**config.mk**
```make
export PLATFORM = sky130hd
export DESIGN_NAME = if_stage
export DESIGN_NICKNAME = d
export VERILOG_FILES = /design/src/rtl/if_stage.sv
export SDC_FILE = /design/constraint.sdc
export NUM_CORES = 1
export LEC_CHECK = 0
export CAP_MARGIN = 20
export CORE_MARGIN = 2
export CORE_UTILIZATION = 40
export CTS_BUF_LIST = sky130_fd_sc_hd__clkbuf_16
export CTS_CLUSTER_DIAMETER = 80
export DETAILED_ROUTE_END_ITERATION = 12
export PLACE_DENSITY = 0.6
export SYNTH_ARGS = -nofsm -noshare
export SYNTH_HDL_FRONTEND = slang
export SYNTH_SLANG_ARGS = --single-unit
```
**constraint.sdc**
```tcl
create_clock -name clk -period 5.3 [get_ports clk]
set_clock_uncertainty 0.15 [all_clocks]
set_input_delay 0.795 -clock clk [delete_from_list [all_inputs] [get_ports clk]]
set_output_delay 0.795 -clock clk [all_outputs]
set_load 0.005 [all_outputs]
```
**src/rtl/if_stage.sv**
```systemverilog
`timescale 1ns/1ps
`default_nettype none
// ============================================================================
// Module      : if_stage
// Description : Instruction-fetch stage. Keeps one imem request in flight,
//               delivers fetched words into the IF/ID register and parks one
//               word in a skid buffer while decode is stalled. Taken branches
//               resolved against the IF/ID instruction redirect the fetch PC.
//               A request that is still in flight when a redirect happens is
//               allowed to complete, and its data is thrown away.
// Ports       : clk, reset_n             - clock, async active-low reset
//               imem_req/addr            - fetch request (held until ack)
//               imem_ack/rdata           - fetch response
//               stall                    - hold IF/ID (hazard unit)
//               br_taken/uncond/reg      - branch resolution controls
//               br_reg_val               - BR target register value
//               ifid_valid/instr/pc      - IF/ID pipeline register
//               link_pc                  - ifid_pc + 4 (BL link value)
// Revision    : 1.0 - initial release
// ============================================================================
module if_stage #(
    parameter logic [63:0] RESET_PC  = 64'h0,
    parameter logic [31:0] NOP_INSTR = 32'h0
) (
    input  logic        clk,
    input  logic        reset_n,
    output logic        imem_req,
    output logic [63:0] imem_addr,
    input  logic        imem_ack,
    input  logic [31:0] imem_rdata,
    input  logic        stall,
    input  logic        br_taken,
    input  logic        br_uncond,
    input  logic        br_reg,
    input  logic [63:0] br_reg_val,
    output logic        ifid_valid,
    output logic [31:0] ifid_instr,
    output logic [63:0] ifid_pc,
    output logic [63:0] link_pc
);

    localparam logic [1:0] c_st_idle = 2'd0;  // no request in flight
    localparam logic [1:0] c_st_wait = 2'd1;  // request in flight, data wanted
    localparam logic [1:0] c_st_drop = 2'd2;  // request in flight, data unwanted

    logic [1:0]  state_q,      state_d;
    logic [63:0] pc_q,         pc_d;
    logic [63:0] addr_q,       addr_d;
    logic        skid_valid_q, skid_valid_d;
    logic [31:0] skid_instr_q, skid_instr_d;
    logic [63:0] skid_pc_q,    skid_pc_d;
    logic        ifid_valid_q, ifid_valid_d;
    logic [31:0] ifid_instr_q, ifid_instr_d;
    logic [63:0] ifid_pc_q,    ifid_pc_d;

    logic        w_redirect;
    logic        w_ack_wait;
    logic        w_issue;
    logic [63:0] w_off_uncond;
    logic [63:0] w_off_cond;
    logic [63:0] w_target;

    // A branch only counts when decode is actually consuming the instruction.
    assign w_redirect = br_taken & ifid_valid_q & ~stall;

    // Response that carries a word we intend to keep.
    assign w_ack_wait = (state_q == c_st_wait) & imem_ack;

    // A full skid buffer blocks new fetches, unless a redirect flushes it.
    assign w_issue = (state_q == c_st_idle) & (~skid_valid_q | w_redirect);

    // Sign-extended, word-scaled branch offsets from the IF/ID instruction.
    assign w_off_uncond = {{36{ifid_instr_q[25]}}, ifid_instr_q[25:0], 2'b00};
    assign w_off_cond   = {{43{ifid_instr_q[23]}}, ifid_instr_q[23:5], 2'b00};

    always_comb begin
        if (br_reg) begin
            w_target = br_reg_val & ~64'h3;
        end else if (br_uncond) begin
            w_target = ifid_pc_q + w_off_uncond;
        end else begin
            w_target = ifid_pc_q + w_off_cond;
        end
    end

    // ------------------------------------------------------------------------
    // FSM: state register
    // ------------------------------------------------------------------------
    always_ff @(posedge clk or negedge reset_n) begin
        if (!reset_n) begin
            state_q <= c_st_idle;
        end else begin
            state_q <= state_d;
        end
    end

    // ------------------------------------------------------------------------
    // FSM: next state
    // ------------------------------------------------------------------------
    always_comb begin
        state_d = state_q;
        case (state_q)
            c_st_idle: begin
                if (w_issue) begin
                    state_d = c_st_wait;
                end
            end
            c_st_wait: begin
                if (imem_ack) begin
                    state_d = c_st_idle;
                end else if (w_redirect) begin
                    state_d = c_st_drop;
                end
            end
            c_st_drop: begin
                if (imem_ack) begin
                    state_d = c_st_idle;
                end
            end
            default: state_d = c_st_idle;
        endcase
    end

    // ------------------------------------------------------------------------
    // FSM: outputs
    // ------------------------------------------------------------------------
    always_comb begin
        imem_req = (state_q == c_st_wait) || (state_q == c_st_drop);
    end

    // ------------------------------------------------------------------------
    // Datapath next-state
    // ------------------------------------------------------------------------
    always_comb begin
        pc_d         = pc_q;
        addr_d       = addr_q;
        skid_valid_d = skid_valid_q;
        skid_instr_d = skid_instr_q;
        skid_pc_d    = skid_pc_q;
        ifid_valid_d = ifid_valid_q;
        ifid_instr_d = ifid_instr_q;
        ifid_pc_d    = ifid_pc_q;

        // Fetch PC. A redirect coincident with an ack wins, so the
        // discarded word never advances the PC.
        if (w_redirect) begin
            pc_d = w_target;
        end else if (w_ack_wait) begin
            pc_d = pc_q + 64'd4;
        end

        // Request address is latched at issue and held until the ack.
        if (w_issue) begin
            addr_d = w_redirect ? w_target : pc_q;
        end

        if (w_redirect) begin
            ifid_valid_d = 1'b0;
            ifid_instr_d = NOP_INSTR;
            skid_valid_d = 1'b0;
            skid_instr_d = NOP_INSTR;
        end else if (!stall) begin
            if (skid_valid_q) begin
                ifid_valid_d = 1'b1;
                ifid_instr_d = skid_instr_q;
                ifid_pc_d    = skid_pc_q;
                skid_valid_d = 1'b0;
                skid_instr_d = NOP_INSTR;
            end else if (w_ack_wait) begin
                ifid_valid_d = 1'b1;
                ifid_instr_d = imem_rdata;
                ifid_pc_d    = addr_q;
            end else begin
                // Decode consumed the previous instruction; show a bubble.
                ifid_valid_d = 1'b0;
                ifid_instr_d = NOP_INSTR;
            end
        end else if (w_ack_wait) begin
            if (ifid_valid_q) begin
                skid_valid_d = 1'b1;
                skid_instr_d = imem_rdata;
                skid_pc_d    = addr_q;
            end else begin
                ifid_valid_d = 1'b1;
                ifid_instr_d = imem_rdata;
                ifid_pc_d    = addr_q;
            end
        end
    end

    always_ff @(posedge clk or negedge reset_n) begin
        if (!reset_n) begin
            pc_q         <= RESET_PC;
            addr_q       <= RESET_PC;
            skid_valid_q <= 1'b0;
            skid_instr_q <= NOP_INSTR;
            skid_pc_q    <= 64'h0;
            ifid_valid_q <= 1'b0;
            ifid_instr_q <= NOP_INSTR;
            ifid_pc_q    <= 64'h0;
        end else begin
            pc_q         <= pc_d;
            addr_q       <= addr_d;
            skid_valid_q <= skid_valid_d;
            skid_instr_q <= skid_instr_d;
            skid_pc_q    <= skid_pc_d;
            ifid_valid_q <= ifid_valid_d;
            ifid_instr_q <= ifid_instr_d;
            ifid_pc_q    <= ifid_pc_d;
        end
    end

    assign imem_addr  = addr_q;
    assign ifid_valid = ifid_valid_q;
    assign ifid_instr = ifid_instr_q;
    assign ifid_pc    = ifid_pc_q;
    assign link_pc    = ifid_pc_q + 64'd4;

endmodule
`default_nettype wire

```
== Word level (Yosys, flattened, before mapping) ==
Index checks and enable logic that the tools add are counted.

* Register bits after elaboration: 324
* Input bits: 103
* Output and inout port bits: 226
* Logic and storage cells: 77

* Muxes and demuxes: 35
* $add $sub $neg: 4
* Equality and inequality tests: 10
* Bitwise operators: 8
* Reductions and logical operators: 11

{| class="wikitable"
|+ Operators by type and width
! operator !! number
|-
| 2-to-1 mux 64 bit || 10
|-
| 2-to-1 mux 32 bit || 11
|-
| adder 64 x 3 -> 64 bit, second input constant || 2
|-
| adder 64 bit || 2
|-
| 2-to-1 mux 1 bit || 9
|-
| 2-to-1 mux 2 bit || 4
|-
| AND reduction 4 bit || 2
|-
| inequality test 2 bit, second input constant || 3
|-
| inequality test 3 x 1 -> 1 bit, second input constant || 2
|-
| case mux 2 bit (3 select lines) || 1
|-
| AND reduction 3 bit || 2
|-
| AND 1 bit || 4
|-
| AND reduction 2 bit || 2
|-
| nonzero test 2 bit || 2
|-
| inequality test 3 x 2 -> 1 bit, second input constant || 1
|-
| inequality test 3 bit, second input constant || 1
|-
| inverter 1 bit || 3
|-
| nonzero test 3 bit || 1
|-
| equality test 2 x 1 -> 1 bit, second input constant || 1
|-
| equality test 2 bit, second input constant || 1
|-
| zero test 2 bit || 1
|-
| inequality test 2 x 1 -> 1 bit, second input constant || 1
|-
| logical OR 1 bit || 1
|-
| OR 1 bit || 1
|}

== Depth between registers and ports, before layout ==
* Word-level depth: 6
* Depth in mapped cells: 16
* Depth with buffers taken out: 14

== Worst setup path before layout ==
No wires, ideal clock.

* Path kind: input to register
* Start: input br_uncond
* End: register pc_q[57]
* Setup time: 138 ps
* Arrival: 4447 ps
* Required time: 5012 ps
* Slack: 565 ps
* Stages on the path: 14
* Cells stage by stage: clkbuf_1 -> nand2b_1 -> a21boi_0 -> inv_1 -> ha_1 -> clkbuf_1 -> and3_1 -> or3b_2 -> a2111o_1 -> nand2_1 -> a31oi_1 -> o21ai_1 -> mux2i_1 -> a22oi_1

* Word-level cells in the longest chain between the ends: 3

{| class="wikitable"
|+ RTL lines
! what !! RTL line !! RTL
|-
| start, declared || 33 || <nowiki>input logic br_uncond,</nowiki>
|-
| 2-to-1 mux 64 bit || 79 || <nowiki>end else if (br_uncond) begin</nowiki>
|-
| 2-to-1 mux 64 bit || 77 || <nowiki>if (br_reg) begin</nowiki>
|-
| 2-to-1 mux 64 bit || 146 || <nowiki>if (w_redirect) begin</nowiki>
|-
| end signal, assigned || 202 || <nowiki>pc_q <= pc_d;</nowiki>
|-
| end, declared || 47 || <nowiki>logic [63:0] pc_q, pc_d;</nowiki>
|}

No other way between the ends.
A chain may end at the register's enable or synchronous reset.

== Final worst setup path ==
* Start: register ifid_pc_q[11], in the netlist ifid_pc[11]
* End: output link_pc[58]

* Word-level cells in the longest chain between the ends: 1

{| class="wikitable"
|+ RTL lines
! what !! RTL line !! RTL
|-
| start, declared || 54 || <nowiki>logic [63:0] ifid_pc_q, ifid_pc_d;</nowiki>
|-
| start signal, assigned || 209 || <nowiki>ifid_pc_q <= ifid_pc_d;</nowiki>
|-
| adder 64 x 3 -> 64 bit || 217 || <nowiki>assign link_pc = ifid_pc_q + 64'd4;</nowiki>
|-
| end, declared || 39 || <nowiki>output logic [63:0] link_pc</nowiki>
|}

No other way between the ends.

==> summary.md <==
| Metric | Value |
|---|---|
| TritonCTS clock tree | `built` |
| Max Cap Viol | `0` |
| Hpwl dp | `50700 um` |
| CP Capture Type | `primary output` |
| Io pins | `329` |
| Ys flop type | `dfrtp_1` |
| Worst path cell trace | `nand3_1, or2_1, nor3_1, nand3_1, nor2_1, buf_4, nand3b_1, or2_2, nor2_4, nand4_1, xnor2_1, clkdlybuf4s50_1` |
| Diode count | `0` |
| Starting Density | `40.7%` |
| Largest net degree at the start of global routing | `118` |
| Syn nets | `2476` |
| Met3 Use GR | `4.91%` |
| Crit path required time | `4360 ps` |
| Worst min path class | `in2async` |
| Crit-path max FO | `7` |
| Crit path buf inv count | `2` |
| Global-route wire length before repair | `107000 um` |
| Layout cell share with drive strength beyond 1 | `9.68%` |
| NumNets Final | `2795` |
| Met1 GRT Util | `35.7%` |
| Worst path depth | `12` |
| Synth Cell Area | `20000 um2` |
| Util after Layout | `52.3%` |
| Via-to-Cell Ratio | `5.57` |
| DRC | `0` |
| Worst-Margin Slew | `977 ps` |
| #FFs+latches synth | `324` |
| Most frequent cells in the layout | `nand2_1 (339), dfrtp_1 (323), clkdlybuf4s50_1 (323)` |
| Rows | `81` |
| Final Cycle Share | `93.6%` |
| RSZ-0062 raised after global routing | `false` |
| Drt pass-1 iters | `5` |
| Largest stage delay on the critical path | `540 ps` |
| Max Slew Vio Count | `0` |
| CP startpoint kind | `flip-flop` |
| Fin crit period | `4960 ps` |
| Clock slew at reported path FFs | `60 ps` |
| Clk root buf | `clkbuf_16` |
| Relative slew slack | `34.9%` |
| Post-Route Setup TNS | `0 ps` |
| Synthesized instance count | `2306` |
| Yosys cell types | `73` |
| CTS Buffer Depth | `3` |
| Worst skew pair latency | `560 ps` |
| R2R cell count | `17` |
| H-tree levels | `2` |
| Die width | `228 um` |
| Fillers | `4604` |
| Outcome | `complete, no violations` |
| Routed length per placed instance | `20.7 um` |
| Hold Vio Cnt, Final | `0` |
| FFs w/ async S/R, synth | `100%` |
| Slowest cell on crit path | `clkdlybuf4s50_1` |
| R2R Path End | `imem_addr[45]` |
| Synthesis Warnings | `0` |
| Crit path DAT | `4020 ps` |
| WHS | `74.2 ps` |
| Area Growth Syn to Fin | `28.4%` |
| Pwr per Cell Area | `651 nW/um2` |
| FF-to-FF setup slack | `1100 ps` |
| Worst VDD drop | `238 uV` |
| Die Y | `228 um` |
| 1st-iter DRT viols | `1603` |
| R2r startpoint | `ifid_instr[23]` |
| Port Buffer Count | `326` |
| CP delay by family, top | `simple AND/OR/NAND/NOR gates` |
| Grt peak-use layer | `met2` |
| Die area | `51900 um2` |
| Clk sinks | `324` |
| Most used cell along the critical path | `nand3_1` |
| Hold-fix buffers, CTS | `0` |
| GRT overflow | `0` |
| Post-CTS setup buffer count | `0` |
| Vias in the first global route | `18019` |
| Final setup violation count | `0` |
| Routability cong. | `0.910` |
| CP Class | `reg2out` |
| Gr usage total | `26.0%` |
| DRT Wirelength | `68700 um` |
| Number of synthesized flops with an enable pin | `0` |
| CTS buffer count | `40` |
| P_leak | `10.8 nW` |
| Syn avg cell area | `8.68 um2` |
| Post-DRT Antenna Nets | `0` |
| Initial antenna violation count | `4` |
| Sequential area share after synthesis | `40.5%` |
| Max Clk Rate | `202 MHz` |
| Most common cell after layout, fill and taps aside | `nand2_1` |
| M2 GR Usage | `41.9%` |
| Via count | `18498` |
| CORE AREA | `49200 um2` |
[layout make-up]
| type | count | area [um2] | area share [%] |
|---|---|---|---|
| Multi-Input combinational cell | 1815 | 11300 | 44.1 |
| Timing Repair Buffer | 409 | 4020 | 15.6 |
| Clock inverter | 32 | 267 | 1.04 |
| Sequential cell | 324 | 8110 | 31.5 |
| Clock buffer | 41 | 1030 | 3.99 |
| Tap cell | 664 | 831 | 3.23 |
| Inverter | 35 | 131 | 0.511 |
[layer usage]
layer | routed length [um] | vias to the layer above
met5 | 78 | -
met4 | 1630 | 10
met3 | 4090 | 105
met2 | 32000 | 522
met1 | 30900 | 9017
li1 | - | 8844
[power breakdown]
| part | switching, mW | total, mW | internal [mW] |
|---|---|---|---|
| logic | 4.63 | 9.04 | 4.41 |
| registers | 1.38 | 4.98 | 3.61 |
| clock network | 1.11 | 2.71 | 1.60 |
| total | 7.11 | 16.7 | 9.62 |
[synthesized netlist by cell type (all sizes together) (6+ instances only)]
master / count / area [um2]
a211oi: 21 / 158
a21boi: 14 / 105
a21o: 33 / 249
a21oi: 216 / 1080
a22oi: 36 / 270
a31oi: 33 / 206
and2: 8 / 51.3
and3: 28 / 175
and4: 7 / 61.3
buf: 16 / 71.3
clkbuf: 116 / 435
dfrtp: 324 / 8110
ha: 66 / 826
inv: 35 / 131
mux2: 83 / 935
mux2i: 73 / 731
nand2: 340 / 1280
nand2b: 11 / 68.8
nand3: 70 / 350
nand4: 33 / 206
nor2: 218 / 821
nor2b: 9 / 56.3
nor3: 26 / 135
nor4: 11 / 68.8
o211a: 7 / 70.1
o211ai: 6 / 45.0
o21a: 16 / 120
o21ai: 174 / 878
o21bai: 19 / 143
o31ai: 23 / 178
or2: 11 / 68.8
or3: 16 / 100
xnor2: 97 / 850
xor2: 60 / 526
[worst max path at each step]
| stage | startpoint | endpoint | slack [ps] |
|---|---|---|---|
| CTS | ifid_pc[11] | link_pc[63] | 90 |
| global route | ifid_pc[11] | link_pc[58] | 90 |
| finish | ifid_pc[11] | link_pc[58] | 340 |
| floorplan | br_uncond | pc_q[57] | 560 |
| global placement | br_uncond | imem_addr[63] | 180 |
| detailed placement | br_uncond | pc_q[54] | 70 |
[timing repair]
| action | in CTS | in global routing |
|---|---|---|
| hold endpoints to repair | 0 | 0 |
| gates resized for setup | 0 | 3 |
| setup endpoints to repair | 0 | 12 |
[cell families (layout without fill, tap and decap cells)]
group,after synthesis,in the layout,synth area share [%]
flops,324,324,40.5
mux,156,156,8.32
simple gates,798,798,17.6
xor+xnor,157,157,6.87
fa+ha+maj,67,67,4.22
compound gates,637,637,19.3
buf+inv,167,517,3.19
[stage by stage]
stage | std cells | worst slack, ps | instance area (um2) | power [mW]
finish | 3320 | 337 | 25700 | 16.7
global route | 3320 | 88.2 | 25700 | 18.0
CTS | 3319 | 93.4 | 25700 | 16.8
detailed placement | 3246 | 65.6 | 24400 | 14.0
global placement | 3245 | 179 | 24400 | 13.8
floorplan | 2306 | 565 | 20000 | 9.80
[state kept, by name, summed over array words and instances (netlist names)]
register	cells
ifid_valid	1
ifid_instr	32
skid_pc_q	64
ifid_pc	64
state_q	2
imem_addr	64
skid_valid_q	1
skid_instr_q	32
pc_q	64
No activity file was read; power rests on OpenSTA's default activity.
==> variant, RTL diff (config.mk and constraints unchanged) <==
Make the reset (`reset_n`) synchronous in 2 clocked blocks. Comments in the files are not updated.
--- a/src/rtl/if_stage.sv
+++ b/src/rtl/if_stage.sv
@@ -86,7 +86,7 @@
     // ------------------------------------------------------------------------
     // FSM: state register
     // ------------------------------------------------------------------------
-    always_ff @(posedge clk or negedge reset_n) begin
+    always_ff @(posedge clk) begin
         if (!reset_n) begin
             state_q <= c_st_idle;
         end else begin
@@ -188,7 +188,7 @@
         end
     end
 
-    always_ff @(posedge clk or negedge reset_n) begin
+    always_ff @(posedge clk) begin
         if (!reset_n) begin
             pc_q         <= RESET_PC;
             addr_q       <= RESET_PC;
Check against the original RTL: not settled (the Yosys comparison gave no result); the edit may change what the design does.
==> variant against the original RTL <==
- register-to-register slack got worse by 190 ps
- hold slack improved by 230 ps
- critical path depth increased by 1
- global-route usage increased by 1.8 points
- core utilization decreased by 0.55 points
- sequential cell count unchanged
- final cell count increased by 5.5%
- setup slack got worse by 110 ps
- wire length increased by 4.5%
- design area decreased by 4.3%
- area after synthesis decreased by 4.2%
- critical path type unchanged
Power is not compared: it rests on default switching activity, and its combinational part moved more than twofold at a synthesized area within 25%.
==> variant: results (changes against the original RTL) <==
status finished, final reports clean (unchanged); Post-DP HPWL 51.4 mm (was 50.7 mm); FF-to-FF Start ifid_instr[9]$_SDFFE_PP0P_ (was ifid_instr[23]$_DFFE_PN0P_); max cap viols 0 (unchanged); Slew @ Worst Pin 1090 ps (was 977 ps); Filler cells 4683 (was 4604); Static Leak 0.00892 uW; Synthesis Warnings 0 (unchanged); Worst-Skew Late Latency between 500 and 600 ps; vias in the first global route 19200 (was 18000); Worst Path Max Fanout 6 (was 7); CTS root buf clkbuf_16 (unchanged); Peak VDD IR 0.000194 V; Gate Count Post-Synth 2588 (was 2306); Worst Path Arrival 4130 ps (was 4020 ps); initial antenna violation count 7 (was 4); GR peak layer met2 (unchanged); Area after DPL 23400 um2 (was 24400 um2); starting DRC count in detailed routing 1512 (was 1603); Routed Wire Length 71.7 mm (was 68.7 mm); met1 wire length 32.3 mm (was 30.9 mm); worst setup path endpoint link_pc[58] (unchanged); Synth top cells by count nand2_1 (509), dfxtp_1 (324), a21oi_1 (272) (was nand2_1 (340), dfrtp_1 (324), nor2_1 (217)); worst reg2reg endpoint imem_addr[63]$_SDFFE_PN0P_ (was imem_addr[45]$_DFFE_PN0P_); largest net degree at the start of global routing 127 (was 118); placed cell count 3433 (was 3246); Longest Clk Path Bufs 3 (unchanged); Setup WS pre-CTS -286 ps (was 65.6 ps); post-synth cell types 71 (was 73); drt pass-1 iters 5 (unchanged); count of input and output buffers 326 (unchanged); gpl congestion 0.928 (was 0.910); Worst-path clk slew 60 ps (about the same); WL/cell 20.5 um (was 20.7 um); worst r2r path cells 15 (was 17); Nets 3030 (was 2795); sequential area share after synthesis 33.8% (was 40.5%); fraction of registers with async set/reset 0% (was 100%); global-route wire length before repair 111 mm (was 107 mm); Area contributors post-synth dfxtp_1 (34%), nand2_1 (10%), a21oi_1 (7.1%), nor2_1 (4.9%), ha_1 (4.3%) (was dfrtp_1 (40%), nand2_1 (6.4%), a21oi_1 (5.4%), mux2_2 (4.7%), o21ai_0 (4.2%)); CTS buffer count 38 (was 40); global routing met3 resource utilization 5.49% (was 4.91%); hold depth 2; flop2flop setup slack 910 ps (was 1100 ps); met1 Resource Use GR 37.9% (was 35.7%); DR top layer met5 (unchanged); syn_nets 2758 (was 2476); met2 Use GR 45.6% (was 41.9%); Total GRT Usage 27.8% (was 26.0%); met3 routed WL 4.99 mm (was 4.09 mm); H-tree level count 2 (unchanged); ratio of cells with drive above 1 in the final layout 7.20% (was 9.68%); Hold WC Path Type reg -> reg (was in -> async); Hold Crit Start skid_pc_q[28]$_SDFFE_PN0P_; Via density 5.79 (was 5.57); Hold Crit Endpoint skid_pc_q[28]$_SDFFE_PN0P_; crit path launch ifid_pc[6]$_SDFFE_PN0P_ (was ifid_pc[11]$_DFFE_PN0P_); final worst slack 222 ps (was 337 ps); hold_ws 303 ps (was 74.2 ps); met2 WL 33.0 mm (was 32.0 mm)
-- variant: cell types whose count changed after synthesis, moves of 23 or more --
cell      change
a21oi_1      +56
dfxtp_1     +324
a211oi_1     +61
o211ai_1     +23
a311oi_1     +67
clkbuf_1     +46
mux2_2       -64
o21ai_0      -63
nor2_1       +33
nand2_1     +169
dfrtp_1     -324
mux2i_1      -68
nand3_1      +30
-- variant: area by class of cell --
type	count	area, um2	area share (%)
tap	615	769	3.13
multi-input combinational	2038	12000	48.6
clock buffer	38	951	3.86
timing repair buffer	421	4080	16.6
sequential	324	6490	26.4
clock inverter	30	215	0.875
inverter	37	144	0.585
antenna	1	2.50	0.0102
-- variant: cells by family (layout without fill, tap and decap cells) --
| kind of cell | count (synthesis) | after routing | synth area share [%] |
|---|---|---|---|
| flops | 324 | 324 | 33.8 |
| fa+ha+maj | 67 | 67 | 4.41 |
| compound gates | 754 | 754 | 25.6 |
| other cells | 0 | 1 | 0 |
| xor+xnor | 154 | 154 | 7.03 |
| simple gates | 1039 | 1039 | 23.3 |
| buf+inv | 226 | 526 | 4.49 |
| mux | 24 | 24 | 1.38 |
-- variant: power breakdown --
group	internal, uW	leakage, uW	total [uW]	switching [uW]
Combinational	645	0.00571	1370	729
Sequential	2540	0.00263	2710	171
Clock	1410	0.000583	2520	1110
Total	4600	0.00892	6610	2010
-- variant: worst max-delay path, cell delays in order, from the launching register on --
cell,delay (ps)
dfxtp_1,520
and3_1,250
and2_1,250
nor2b_1,200
buf_4,230
nand2_1,90
or3_4,400
nor3_2,190
buf_4,170
nand4_1,280
inv_2,160
nand4_1,120
xnor2_1,170
clkdlybuf4s50_1,520
-- variant: what timing repair did --
item,in CTS,in global routing
endpoints found under the setup margin,10,6
resized for setup,6,9
setup buffers,1,0
pin swaps,1,1
gates cloned,0,0
